`src/rtl/pipe_regs_pkg.sv`:
```
// Shared Y86-64 definitions: word width, status codes, instruction codes,
// register IDs and small control helpers used by the pipeline registers.
package y86_pkg;

  localparam int unsigned W = 64;

  typedef enum logic [1:0] {
    STAT_AOK = 2'b00,
    STAT_HLT = 2'b01,
    STAT_ADR = 2'b10,
    STAT_INS = 2'b11
  } stat_e;

  localparam logic [3:0] IHALT   = 4'h0;
  localparam logic [3:0] INOP    = 4'h1;
  localparam logic [3:0] IRRMOVQ = 4'h2;
  localparam logic [3:0] IIRMOVQ = 4'h3;
  localparam logic [3:0] IRMMOVQ = 4'h4;
  localparam logic [3:0] IMRMOVQ = 4'h5;
  localparam logic [3:0] IOPQ    = 4'h6;
  localparam logic [3:0] IJXX    = 4'h7;
  localparam logic [3:0] ICALL   = 4'h8;
  localparam logic [3:0] IRET    = 4'h9;
  localparam logic [3:0] IPUSHQ  = 4'hA;
  localparam logic [3:0] IPOPQ   = 4'hB;

  localparam logic [3:0] FNONE = 4'h0;
  localparam logic [3:0] RNONE = 4'hF;

  // A register told to both hold and flush is a hazard-controller bug.
  function automatic logic ctrl_conflict(input logic stall, input logic bubble);
    return stall & bubble;
  endfunction

endpackage

```
`src/rtl/pipe_regs_if.sv`:
```
// Bundle of stage inputs, stall/bubble controls and registered stage outputs
// for the pipeline register bank.
interface pipe_regs_if #(parameter int unsigned W = 64);

  logic         F_stall, D_stall, W_stall;
  logic         D_bubble, E_bubble, M_bubble;

  logic [W-1:0] f_predPC;
  logic [1:0]   f_stat;
  logic [3:0]   f_icode, f_ifun, f_rA, f_rB;
  logic [W-1:0] f_valC, f_valP;

  logic [1:0]   d_stat;
  logic [3:0]   d_icode, d_ifun, d_dstE, d_dstM, d_srcA, d_srcB;
  logic [W-1:0] d_valC, d_valA, d_valB;

  logic [1:0]   e_stat;
  logic [3:0]   e_icode;
  logic         e_Cnd;
  logic [3:0]   e_dstE, e_dstM;
  logic [W-1:0] e_valE, e_valA;

  logic [1:0]   m_stat;
  logic [3:0]   m_icode, m_dstE, m_dstM;
  logic [W-1:0] m_valE, m_valM;

  logic [W-1:0] F_predPC;

  logic [1:0]   D_stat;
  logic [3:0]   D_icode, D_ifun, D_rA, D_rB;
  logic [W-1:0] D_valC, D_valP;

  logic [1:0]   E_stat;
  logic [3:0]   E_icode, E_ifun;
  logic [W-1:0] E_valC, E_valA, E_valB;
  logic [3:0]   E_dstE, E_dstM, E_srcA, E_srcB;

  logic [1:0]   M_stat;
  logic [3:0]   M_icode;
  logic         M_Cnd;
  logic [W-1:0] M_valE, M_valA;
  logic [3:0]   M_dstE, M_dstM;

  logic [1:0]   W_stat;
  logic [3:0]   W_icode;
  logic [W-1:0] W_valE, W_valM;
  logic [3:0]   W_dstE, W_dstM;

  logic         ctrl_err;

  modport slave (
    input  F_stall, D_stall, W_stall, D_bubble, E_bubble, M_bubble,
    input  f_predPC, f_stat, f_icode, f_ifun, f_rA, f_rB, f_valC, f_valP,
    input  d_stat, d_icode, d_ifun, d_dstE, d_dstM, d_srcA, d_srcB,
    input  d_valC, d_valA, d_valB,
    input  e_stat, e_icode, e_Cnd, e_dstE, e_dstM, e_valE, e_valA,
    input  m_stat, m_icode, m_dstE, m_dstM, m_valE, m_valM,
    output F_predPC,
    output D_stat, D_icode, D_ifun, D_rA, D_rB, D_valC, D_valP,
    output E_stat, E_icode, E_ifun, E_valC, E_valA, E_valB,
    output E_dstE, E_dstM, E_srcA, E_srcB,
    output M_stat, M_icode, M_Cnd, M_valE, M_valA, M_dstE, M_dstM,
    output W_stat, W_icode, W_valE, W_valM, W_dstE, W_dstM,
    output ctrl_err
  );

  modport master (
    output F_stall, D_stall, W_stall, D_bubble, E_bubble, M_bubble,
    output f_predPC, f_stat, f_icode, f_ifun, f_rA, f_rB, f_valC, f_valP,
    output d_stat, d_icode, d_ifun, d_dstE, d_dstM, d_srcA, d_srcB,
    output d_valC, d_valA, d_valB,
    output e_stat, e_icode, e_Cnd, e_dstE, e_dstM, e_valE, e_valA,
    output m_stat, m_icode, m_dstE, m_dstM, m_valE, m_valM,
    input  F_predPC,
    input  D_stat, D_icode, D_ifun, D_rA, D_rB, D_valC, D_valP,
    input  E_stat, E_icode, E_ifun, E_valC, E_valA, E_valB,
    input  E_dstE, E_dstM, E_srcA, E_srcB,
    input  M_stat, M_icode, M_Cnd, M_valE, M_valA, M_dstE, M_dstM,
    input  W_stat, W_icode, W_valE, W_valM, W_dstE, W_dstM,
    input  ctrl_err
  );

endinterface

```
`src/rtl/pipe_regs_pipe_reg.sv`:
```
// Generic pipeline register: hold on stall, load a fixed bubble pattern on
// bubble, otherwise load the next-stage value. Reset forces the bubble pattern.
module pipe_reg #(
  parameter int unsigned WIDTH = 1
) (
  input  logic             clk,
  input  logic             rst,
  input  logic             stall,
  input  logic             bubble,
  input  logic [WIDTH-1:0] d,
  input  logic [WIDTH-1:0] bubble_val,
  output logic [WIDTH-1:0] q
);

  // Stall has priority over bubble, bubble over a normal load.
  always_ff @(posedge clk or posedge rst) begin
    if (rst)         q <= bubble_val;
    else if (stall)  q <= q;
    else if (bubble) q <= bubble_val;
    else             q <= d;
  end

endmodule

```
`src/rtl/pipe_regs.sv`:
```
// F/D/E/M/W pipeline register bank for the five-stage Y86-64 core. Each stage
// packs its fields into one pipe_reg; missing stall/bubble controls are tied off.
module pipe_regs #(
  parameter int unsigned W = 64
) (
  input logic        clk,
  input logic        rst,
  pipe_regs_if.slave bus
);
  import y86_pkg::*;

  localparam int unsigned D_WIDTH  = 18 + 2 * W;
  localparam int unsigned E_WIDTH  = 26 + 3 * W;
  localparam int unsigned M_WIDTH  = 15 + 2 * W;
  localparam int unsigned WB_WIDTH = 14 + 2 * W;

  localparam logic [W-1:0] ZERO_W = '0;

  localparam logic [D_WIDTH-1:0] D_NOP =
    {STAT_AOK, INOP, FNONE, RNONE, RNONE, ZERO_W, ZERO_W};
  localparam logic [E_WIDTH-1:0] E_NOP =
    {STAT_AOK, INOP, FNONE, ZERO_W, ZERO_W, ZERO_W, RNONE, RNONE, RNONE, RNONE};
  localparam logic [M_WIDTH-1:0] M_NOP =
    {STAT_AOK, INOP, 1'b0, ZERO_W, ZERO_W, RNONE, RNONE};
  localparam logic [WB_WIDTH-1:0] WB_NOP =
    {STAT_AOK, INOP, ZERO_W, ZERO_W, RNONE, RNONE};

  logic [W-1:0]        f_q;
  logic [D_WIDTH-1:0]  d_next, d_q;
  logic [E_WIDTH-1:0]  e_next, e_q;
  logic [M_WIDTH-1:0]  m_next, m_q;
  logic [WB_WIDTH-1:0] w_next, w_q;
  logic                ctrl_err_q;

  assign d_next = {bus.f_stat, bus.f_icode, bus.f_ifun, bus.f_rA, bus.f_rB,
                   bus.f_valC, bus.f_valP};
  assign e_next = {bus.d_stat, bus.d_icode, bus.d_ifun, bus.d_valC, bus.d_valA,
                   bus.d_valB, bus.d_dstE, bus.d_dstM, bus.d_srcA, bus.d_srcB};
  assign m_next = {bus.e_stat, bus.e_icode, bus.e_Cnd, bus.e_valE, bus.e_valA,
                   bus.e_dstE, bus.e_dstM};
  assign w_next = {bus.m_stat, bus.m_icode, bus.m_valE, bus.m_valM,
                   bus.m_dstE, bus.m_dstM};

  pipe_reg #(.WIDTH(W)) u_f_reg (
    .clk(clk), .rst(rst), .stall(bus.F_stall), .bubble(1'b0),
    .d(bus.f_predPC), .bubble_val(ZERO_W), .q(f_q)
  );

  pipe_reg #(.WIDTH(D_WIDTH)) u_d_reg (
    .clk(clk), .rst(rst), .stall(bus.D_stall), .bubble(bus.D_bubble),
    .d(d_next), .bubble_val(D_NOP), .q(d_q)
  );

  pipe_reg #(.WIDTH(E_WIDTH)) u_e_reg (
    .clk(clk), .rst(rst), .stall(1'b0), .bubble(bus.E_bubble),
    .d(e_next), .bubble_val(E_NOP), .q(e_q)
  );

  pipe_reg #(.WIDTH(M_WIDTH)) u_m_reg (
    .clk(clk), .rst(rst), .stall(1'b0), .bubble(bus.M_bubble),
    .d(m_next), .bubble_val(M_NOP), .q(m_q)
  );

  pipe_reg #(.WIDTH(WB_WIDTH)) u_w_reg (
    .clk(clk), .rst(rst), .stall(bus.W_stall), .bubble(1'b0),
    .d(w_next), .bubble_val(WB_NOP), .q(w_q)
  );

  assign bus.F_predPC = f_q;
  assign {bus.D_stat, bus.D_icode, bus.D_ifun, bus.D_rA, bus.D_rB,
          bus.D_valC, bus.D_valP} = d_q;
  assign {bus.E_stat, bus.E_icode, bus.E_ifun, bus.E_valC, bus.E_valA,
          bus.E_valB, bus.E_dstE, bus.E_dstM, bus.E_srcA, bus.E_srcB} = e_q;
  assign {bus.M_stat, bus.M_icode, bus.M_Cnd, bus.M_valE, bus.M_valA,
          bus.M_dstE, bus.M_dstM} = m_q;
  assign {bus.W_stat, bus.W_icode, bus.W_valE, bus.W_valM,
          bus.W_dstE, bus.W_dstM} = w_q;

  // Sticky flag: D is the only register with both stall and bubble controls.
  always_ff @(posedge clk or posedge rst) begin
    if (rst)                                            ctrl_err_q <= 1'b0;
    else if (ctrl_conflict(bus.D_stall, bus.D_bubble))  ctrl_err_q <= 1'b1;
  end

  assign bus.ctrl_err = ctrl_err_q;

endmodule

```
`src/flat_wrapper.sv`:
```
// flat-port wrapper written by rule: the top's interface ports become plain ports
module pipe_regs_flat import y86_pkg::*;
#(
  parameter int unsigned W = 64
)
  (clk, rst, bus_F_stall, bus_D_stall, bus_W_stall, bus_D_bubble, bus_E_bubble, bus_M_bubble, bus_f_predPC, bus_f_stat, bus_f_icode, bus_f_ifun, bus_f_rA, bus_f_rB, bus_f_valC, bus_f_valP, bus_d_stat, bus_d_icode, bus_d_ifun, bus_d_dstE, bus_d_dstM, bus_d_srcA, bus_d_srcB, bus_d_valC, bus_d_valA, bus_d_valB, bus_e_stat, bus_e_icode, bus_e_Cnd, bus_e_dstE, bus_e_dstM, bus_e_valE, bus_e_valA, bus_m_stat, bus_m_icode, bus_m_dstE, bus_m_dstM, bus_m_valE, bus_m_valM, bus_F_predPC, bus_D_stat, bus_D_icode, bus_D_ifun, bus_D_rA, bus_D_rB, bus_D_valC, bus_D_valP, bus_E_stat, bus_E_icode, bus_E_ifun, bus_E_valC, bus_E_valA, bus_E_valB, bus_E_dstE, bus_E_dstM, bus_E_srcA, bus_E_srcB, bus_M_stat, bus_M_icode, bus_M_Cnd, bus_M_valE, bus_M_valA, bus_M_dstE, bus_M_dstM, bus_W_stat, bus_W_icode, bus_W_valE, bus_W_valM, bus_W_dstE, bus_W_dstM, bus_ctrl_err);
  pipe_regs_if #(.W(W)) bus_i ();
  input logic clk;
  input logic rst;
  input wire logic [$bits(bus_i.F_stall)-1:0] bus_F_stall;
  input wire logic [$bits(bus_i.D_stall)-1:0] bus_D_stall;
  input wire logic [$bits(bus_i.W_stall)-1:0] bus_W_stall;
  input wire logic [$bits(bus_i.D_bubble)-1:0] bus_D_bubble;
  input wire logic [$bits(bus_i.E_bubble)-1:0] bus_E_bubble;
  input wire logic [$bits(bus_i.M_bubble)-1:0] bus_M_bubble;
  input wire logic [$bits(bus_i.f_predPC)-1:0] bus_f_predPC;
  input wire logic [$bits(bus_i.f_stat)-1:0] bus_f_stat;
  input wire logic [$bits(bus_i.f_icode)-1:0] bus_f_icode;
  input wire logic [$bits(bus_i.f_ifun)-1:0] bus_f_ifun;
  input wire logic [$bits(bus_i.f_rA)-1:0] bus_f_rA;
  input wire logic [$bits(bus_i.f_rB)-1:0] bus_f_rB;
  input wire logic [$bits(bus_i.f_valC)-1:0] bus_f_valC;
  input wire logic [$bits(bus_i.f_valP)-1:0] bus_f_valP;
  input wire logic [$bits(bus_i.d_stat)-1:0] bus_d_stat;
  input wire logic [$bits(bus_i.d_icode)-1:0] bus_d_icode;
  input wire logic [$bits(bus_i.d_ifun)-1:0] bus_d_ifun;
  input wire logic [$bits(bus_i.d_dstE)-1:0] bus_d_dstE;
  input wire logic [$bits(bus_i.d_dstM)-1:0] bus_d_dstM;
  input wire logic [$bits(bus_i.d_srcA)-1:0] bus_d_srcA;
  input wire logic [$bits(bus_i.d_srcB)-1:0] bus_d_srcB;
  input wire logic [$bits(bus_i.d_valC)-1:0] bus_d_valC;
  input wire logic [$bits(bus_i.d_valA)-1:0] bus_d_valA;
  input wire logic [$bits(bus_i.d_valB)-1:0] bus_d_valB;
  input wire logic [$bits(bus_i.e_stat)-1:0] bus_e_stat;
  input wire logic [$bits(bus_i.e_icode)-1:0] bus_e_icode;
  input wire logic [$bits(bus_i.e_Cnd)-1:0] bus_e_Cnd;
  input wire logic [$bits(bus_i.e_dstE)-1:0] bus_e_dstE;
  input wire logic [$bits(bus_i.e_dstM)-1:0] bus_e_dstM;
  input wire logic [$bits(bus_i.e_valE)-1:0] bus_e_valE;
  input wire logic [$bits(bus_i.e_valA)-1:0] bus_e_valA;
  input wire logic [$bits(bus_i.m_stat)-1:0] bus_m_stat;
  input wire logic [$bits(bus_i.m_icode)-1:0] bus_m_icode;
  input wire logic [$bits(bus_i.m_dstE)-1:0] bus_m_dstE;
  input wire logic [$bits(bus_i.m_dstM)-1:0] bus_m_dstM;
  input wire logic [$bits(bus_i.m_valE)-1:0] bus_m_valE;
  input wire logic [$bits(bus_i.m_valM)-1:0] bus_m_valM;
  output wire logic [$bits(bus_i.F_predPC)-1:0] bus_F_predPC;
  output wire logic [$bits(bus_i.D_stat)-1:0] bus_D_stat;
  output wire logic [$bits(bus_i.D_icode)-1:0] bus_D_icode;
  output wire logic [$bits(bus_i.D_ifun)-1:0] bus_D_ifun;
  output wire logic [$bits(bus_i.D_rA)-1:0] bus_D_rA;
  output wire logic [$bits(bus_i.D_rB)-1:0] bus_D_rB;
  output wire logic [$bits(bus_i.D_valC)-1:0] bus_D_valC;
  output wire logic [$bits(bus_i.D_valP)-1:0] bus_D_valP;
  output wire logic [$bits(bus_i.E_stat)-1:0] bus_E_stat;
  output wire logic [$bits(bus_i.E_icode)-1:0] bus_E_icode;
  output wire logic [$bits(bus_i.E_ifun)-1:0] bus_E_ifun;
  output wire logic [$bits(bus_i.E_valC)-1:0] bus_E_valC;
  output wire logic [$bits(bus_i.E_valA)-1:0] bus_E_valA;
  output wire logic [$bits(bus_i.E_valB)-1:0] bus_E_valB;
  output wire logic [$bits(bus_i.E_dstE)-1:0] bus_E_dstE;
  output wire logic [$bits(bus_i.E_dstM)-1:0] bus_E_dstM;
  output wire logic [$bits(bus_i.E_srcA)-1:0] bus_E_srcA;
  output wire logic [$bits(bus_i.E_srcB)-1:0] bus_E_srcB;
  output wire logic [$bits(bus_i.M_stat)-1:0] bus_M_stat;
  output wire logic [$bits(bus_i.M_icode)-1:0] bus_M_icode;
  output wire logic [$bits(bus_i.M_Cnd)-1:0] bus_M_Cnd;
  output wire logic [$bits(bus_i.M_valE)-1:0] bus_M_valE;
  output wire logic [$bits(bus_i.M_valA)-1:0] bus_M_valA;
  output wire logic [$bits(bus_i.M_dstE)-1:0] bus_M_dstE;
  output wire logic [$bits(bus_i.M_dstM)-1:0] bus_M_dstM;
  output wire logic [$bits(bus_i.W_stat)-1:0] bus_W_stat;
  output wire logic [$bits(bus_i.W_icode)-1:0] bus_W_icode;
  output wire logic [$bits(bus_i.W_valE)-1:0] bus_W_valE;
  output wire logic [$bits(bus_i.W_valM)-1:0] bus_W_valM;
  output wire logic [$bits(bus_i.W_dstE)-1:0] bus_W_dstE;
  output wire logic [$bits(bus_i.W_dstM)-1:0] bus_W_dstM;
  output wire logic [$bits(bus_i.ctrl_err)-1:0] bus_ctrl_err;
  assign bus_i.F_stall = bus_F_stall;
  assign bus_i.D_stall = bus_D_stall;
  assign bus_i.W_stall = bus_W_stall;
  assign bus_i.D_bubble = bus_D_bubble;
  assign bus_i.E_bubble = bus_E_bubble;
  assign bus_i.M_bubble = bus_M_bubble;
  assign bus_i.f_predPC = bus_f_predPC;
  assign bus_i.f_stat = bus_f_stat;
  assign bus_i.f_icode = bus_f_icode;
  assign bus_i.f_ifun = bus_f_ifun;
  assign bus_i.f_rA = bus_f_rA;
  assign bus_i.f_rB = bus_f_rB;
  assign bus_i.f_valC = bus_f_valC;
  assign bus_i.f_valP = bus_f_valP;
  assign bus_i.d_stat = bus_d_stat;
  assign bus_i.d_icode = bus_d_icode;
  assign bus_i.d_ifun = bus_d_ifun;
  assign bus_i.d_dstE = bus_d_dstE;
  assign bus_i.d_dstM = bus_d_dstM;
  assign bus_i.d_srcA = bus_d_srcA;
  assign bus_i.d_srcB = bus_d_srcB;
  assign bus_i.d_valC = bus_d_valC;
  assign bus_i.d_valA = bus_d_valA;
  assign bus_i.d_valB = bus_d_valB;
  assign bus_i.e_stat = bus_e_stat;
  assign bus_i.e_icode = bus_e_icode;
  assign bus_i.e_Cnd = bus_e_Cnd;
  assign bus_i.e_dstE = bus_e_dstE;
  assign bus_i.e_dstM = bus_e_dstM;
  assign bus_i.e_valE = bus_e_valE;
  assign bus_i.e_valA = bus_e_valA;
  assign bus_i.m_stat = bus_m_stat;
  assign bus_i.m_icode = bus_m_icode;
  assign bus_i.m_dstE = bus_m_dstE;
  assign bus_i.m_dstM = bus_m_dstM;
  assign bus_i.m_valE = bus_m_valE;
  assign bus_i.m_valM = bus_m_valM;
  assign bus_F_predPC = bus_i.F_predPC;
  assign bus_D_stat = bus_i.D_stat;
  assign bus_D_icode = bus_i.D_icode;
  assign bus_D_ifun = bus_i.D_ifun;
  assign bus_D_rA = bus_i.D_rA;
  assign bus_D_rB = bus_i.D_rB;
  assign bus_D_valC = bus_i.D_valC;
  assign bus_D_valP = bus_i.D_valP;
  assign bus_E_stat = bus_i.E_stat;
  assign bus_E_icode = bus_i.E_icode;
  assign bus_E_ifun = bus_i.E_ifun;
  assign bus_E_valC = bus_i.E_valC;
  assign bus_E_valA = bus_i.E_valA;
  assign bus_E_valB = bus_i.E_valB;
  assign bus_E_dstE = bus_i.E_dstE;
  assign bus_E_dstM = bus_i.E_dstM;
  assign bus_E_srcA = bus_i.E_srcA;
  assign bus_E_srcB = bus_i.E_srcB;
  assign bus_M_stat = bus_i.M_stat;
  assign bus_M_icode = bus_i.M_icode;
  assign bus_M_Cnd = bus_i.M_Cnd;
  assign bus_M_valE = bus_i.M_valE;
  assign bus_M_valA = bus_i.M_valA;
  assign bus_M_dstE = bus_i.M_dstE;
  assign bus_M_dstM = bus_i.M_dstM;
  assign bus_W_stat = bus_i.W_stat;
  assign bus_W_icode = bus_i.W_icode;
  assign bus_W_valE = bus_i.W_valE;
  assign bus_W_valM = bus_i.W_valM;
  assign bus_W_dstE = bus_i.W_dstE;
  assign bus_W_dstM = bus_i.W_dstM;
  assign bus_ctrl_err = bus_i.ctrl_err;
  pipe_regs #(.W(W)) u_core (.clk(clk), .rst(rst), .bus(bus_i));
endmodule
```
`config.mk`:
```
export PLATFORM = sky130hd
export DESIGN_NAME = pipe_regs_flat
export DESIGN_NICKNAME = d
export VERILOG_FILES = /design/src/rtl/pipe_regs_pkg.sv /design/src/rtl/pipe_regs_if.sv /design/src/rtl/pipe_regs_pipe_reg.sv /design/src/rtl/pipe_regs.sv /design/src/flat_wrapper.sv
export SDC_FILE = /design/constraint.sdc
export NUM_CORES = 1
export LEC_CHECK = 0
export CORE_AREA = 3 3 553 555
export DETAILED_ROUTE_END_ITERATION = 7
export DIE_AREA = 0 0 556 558
export SLEW_MARGIN = 20
export SYNTH_ARGS = -nofsm -noshare
export SYNTH_HDL_FRONTEND = slang
export SYNTH_SLANG_ARGS = --single-unit
```
`constraint.sdc`:
```
create_clock -name clk -period 43.7 [get_ports clk]
set_clock_uncertainty 0.05 [all_clocks]
set_input_delay 6.555 -clock clk [delete_from_list [all_inputs] [get_ports clk]]
set_output_delay 6.555 -clock clk [all_outputs]
set_load 0.02 [all_outputs]
```
==> summary.md <==
| Metric | Value |
|---|---|
| Total core area | 0.302 mm^2 |
| Routed WL | 231 mm |
| Power Total | 1.92 mW |
| Synth top cells by count | dfrtp_1 (670), nor2b_1 (335), nand2_1 (139), o21ai_0 (139), nand2b_1 (130) |
| Nets@finish | 3980 |
| Gr ovfl total | 0 |
| Setup violators final | 0 |
| TritonCTS clock tree | done |
| Worst hold stages | 1 |
| Synth warn | 0 |
| Syn nets | 2538 |
| Antenna Nets Post-Route | 0 |
| Crit Path Category | input port to async pin |
| Worst Tran Pin Value | 1000 ps |
| Number of global-route vias before repair | 22000 |
| I/O Buffers | 1434 |
| Hold_ws | 406 ps |
| Synthesis-stage register bit count | 714 |
| Startpoint types | input port |
| Hold-fix buffers, CTS | 0 |
| Post-synthesis area per instance | 14.0 um^2 |
| Tightest Hold Check Type | register to register |
| H-tree Lvls | 3 |
| Final period util | 22.8% |
| Layout cells sized above 1 | 13.7% |
| RSZ-0062 raised after global routing | no |
| Slew HR | 33.3% |
| Iteration count of the initial detailed-routing pass | 6 |
| CP endpoint kind | async pin |
| Worst Path Max Fanout | 61 |
| Clock Tree Root | clkbuf_16 |
| Pleak | 18.7 nW |
| Distinct cells, synth | 18 |
| Die Width | 556 um |
| Skew-Pair Late Insertion Delay | 800 ps |
| Post-route DRC violation count | 0 |
| Worst slack, placed | 32700 ps |
| Max cap viols | 0 |
| Clk sinks | 714 |
| Cell area after placement | 0.0444 mm^2 |
| EDFF count, synth | 0 |
| Die Ht | 558 um |
| Seq/Total Area, Yosys | 70.2% |
| Hold path startpoint | u_core.bus.ctrl_err |
| CTS Buf Count | 95 |
| Setup slack, reg-to-reg | 42790 ps |
| Arr. time, crit path | 10780 ps |
| Tmin final | 9990 ps |
| Required time worst endpoint | 44490 ps |
| Final max-slew violation count | 0 |
| Vias | 21600 |
| RePlAce Congestion | 0.934 |
| Mean number of vias per cell | 2.93 |
| Global-route wire length before repair | 279 mm |
| Row count | 202 |
| Top Ports | 1435 |
| Peak supply drop | 0.0294 mV |
| Initial Utilization | 8.45% |
| Setup bufs post-CTS | 0 |
| Drt wl/cell | 31.4 um |
| Area leader, netlist | dfrtp_1 |
| Synth Instances | 1817 |
| Largest net degree at the start of global routing | 135 |
| DP HPWL | 205 mm |
| Filler instances | 33300 |
| Initial DRC count | 1301 |
| Status | finished, final reports clean |
| Gr usage total | 14.3% |
| Clock buffer depth | 4 |
| Clock-pin slew on the worst setup and hold paths | 60 ps |
| Final core occ | 15.8% |
| Cell count after placement | 7140 |
| Cell Pwr Density | 40.1 mW/mm^2 |
| Post-route design area | 0.0478 mm^2 |
| Initial antenna violation count | 364 |
| Cell Count, Final, Fillers Out | 7370 |
| Final Hold Viols | 0 |
| Setup TNS | 0 ps |
| Most frequent cell after synthesis | dfrtp_1 |
| Final WS setup | 33710 ps |
| Top post-synthesis cells by area | dfrtp_1 (66%), nor2b_1 (8.2%), mux2_2 (5.6%) |
| Fmax | 0.100 GHz |
| R2r startpoint | u_core.u_f_reg.q[26] |
| Layout area overhead | 87.3% |
| RR Endpoint | u_core.u_f_reg.q[26] |
| Cells on worst reg2reg path | 1 |
| Die area | 0.310 mm^2 |
| Synth Cell Area | 0.0255 mm^2 |
| Commonest register cell after synthesis | dfrtp_1 |
| Ys async rst share | 100% |
| Post-CTS sizing | 0 |
| Post-synth top area share | 65.7% |
| WHS Endpoint | u_core.bus.ctrl_err |
power breakdown:
group | switching, mW | total (mW) | internal, mW
combinational | 0.184 | 0.355 | 0.171
sequential | 0.0291 | 0.739 | 0.710
clock | 0.341 | 0.825 | 0.484
cells in the final DEF, fill, tap and decap left out, drive strengths merged:
master         Yosys  final
diode              0     58
clkdlybuf4s50      0   1428
nand2            139    139
nand2b           130    130
dfstp             44     44
buf               62     26
bufinv             0     10
dfrtp            670    670
clkinv             0     18
a21o               1      1
or2               26     26
clkbuf            47    125
o21ai            139    139
inv                1     11
a22o               7      7
nor2              10     10
nor2b            335    335
mux2             206    206
clkinvlp           0      9
cells by family (layout without fill, tap and decap cells):
family	Yosys count	count (layout)	share of synthesized area, %
buf+inv	110	1627	2.29
compound gates	147	147	3.00
simple gates	640	640	14.2
mux	206	206	10.3
flops	714	714	70.2
other cells	0	58	0
cell type report:
type	count	area [um^2]	share of cell area [%]
antenna	58	145	0.304
timing repair buffer	1454	14500	30.4
clock buffer	125	2610	5.46
clock inverter	47	609	1.27
tap	3978	4980	10.4
sequential	714	17900	37.5
multi-input combinational	993	7020	14.7
inverter	1	11.3	0.0236
metal layers:
metal / vias to the layer above / GRT usage, % / wire, um
met1: 10300 / 15.5 / 84200
li1: 8805 / - / -
met3: 623 / 11.3 / 40600
met5: - / 0 / 1730
met4: 272 / 4.88 / 8810
met2: 1544 / 21.0 / 95700
registers in the layout (all words and copies together) (netlist names):
signal               flops
u_core.u_w_reg.q       142
u_core.u_f_reg.q        64
u_core.u_d_reg.q       146
u_core.u_e_reg.q       218
u_core.bus.ctrl_err      1
u_core.u_m_reg.q       143
worst max-delay path by stage:
stage	slack [ps]	startpoint	cells past startpoint	endpoint
after CTS	33600	rst	7	u_core.u_m_reg.q[100]
after global routing	33170	rst	7	u_core.u_m_reg.q[100]
after global placement	32860	rst	7	u_core.u_m_reg.q[85]
final	33710	rst	7	u_core.u_m_reg.q[90]
after floorplan	17140	rst	1	u_core.bus.ctrl_err
after detailed placement	32700	rst	7	u_core.u_m_reg.q[90]
worst max-delay path, stage by stage:
cell and delay, ps:
clkdlybuf4s50_1 500, inv_8 390, buf_4 690, buf_4 570, buf_4 530, buf_4 610
buf_4 700
Power figures use the tool's default switching activity.
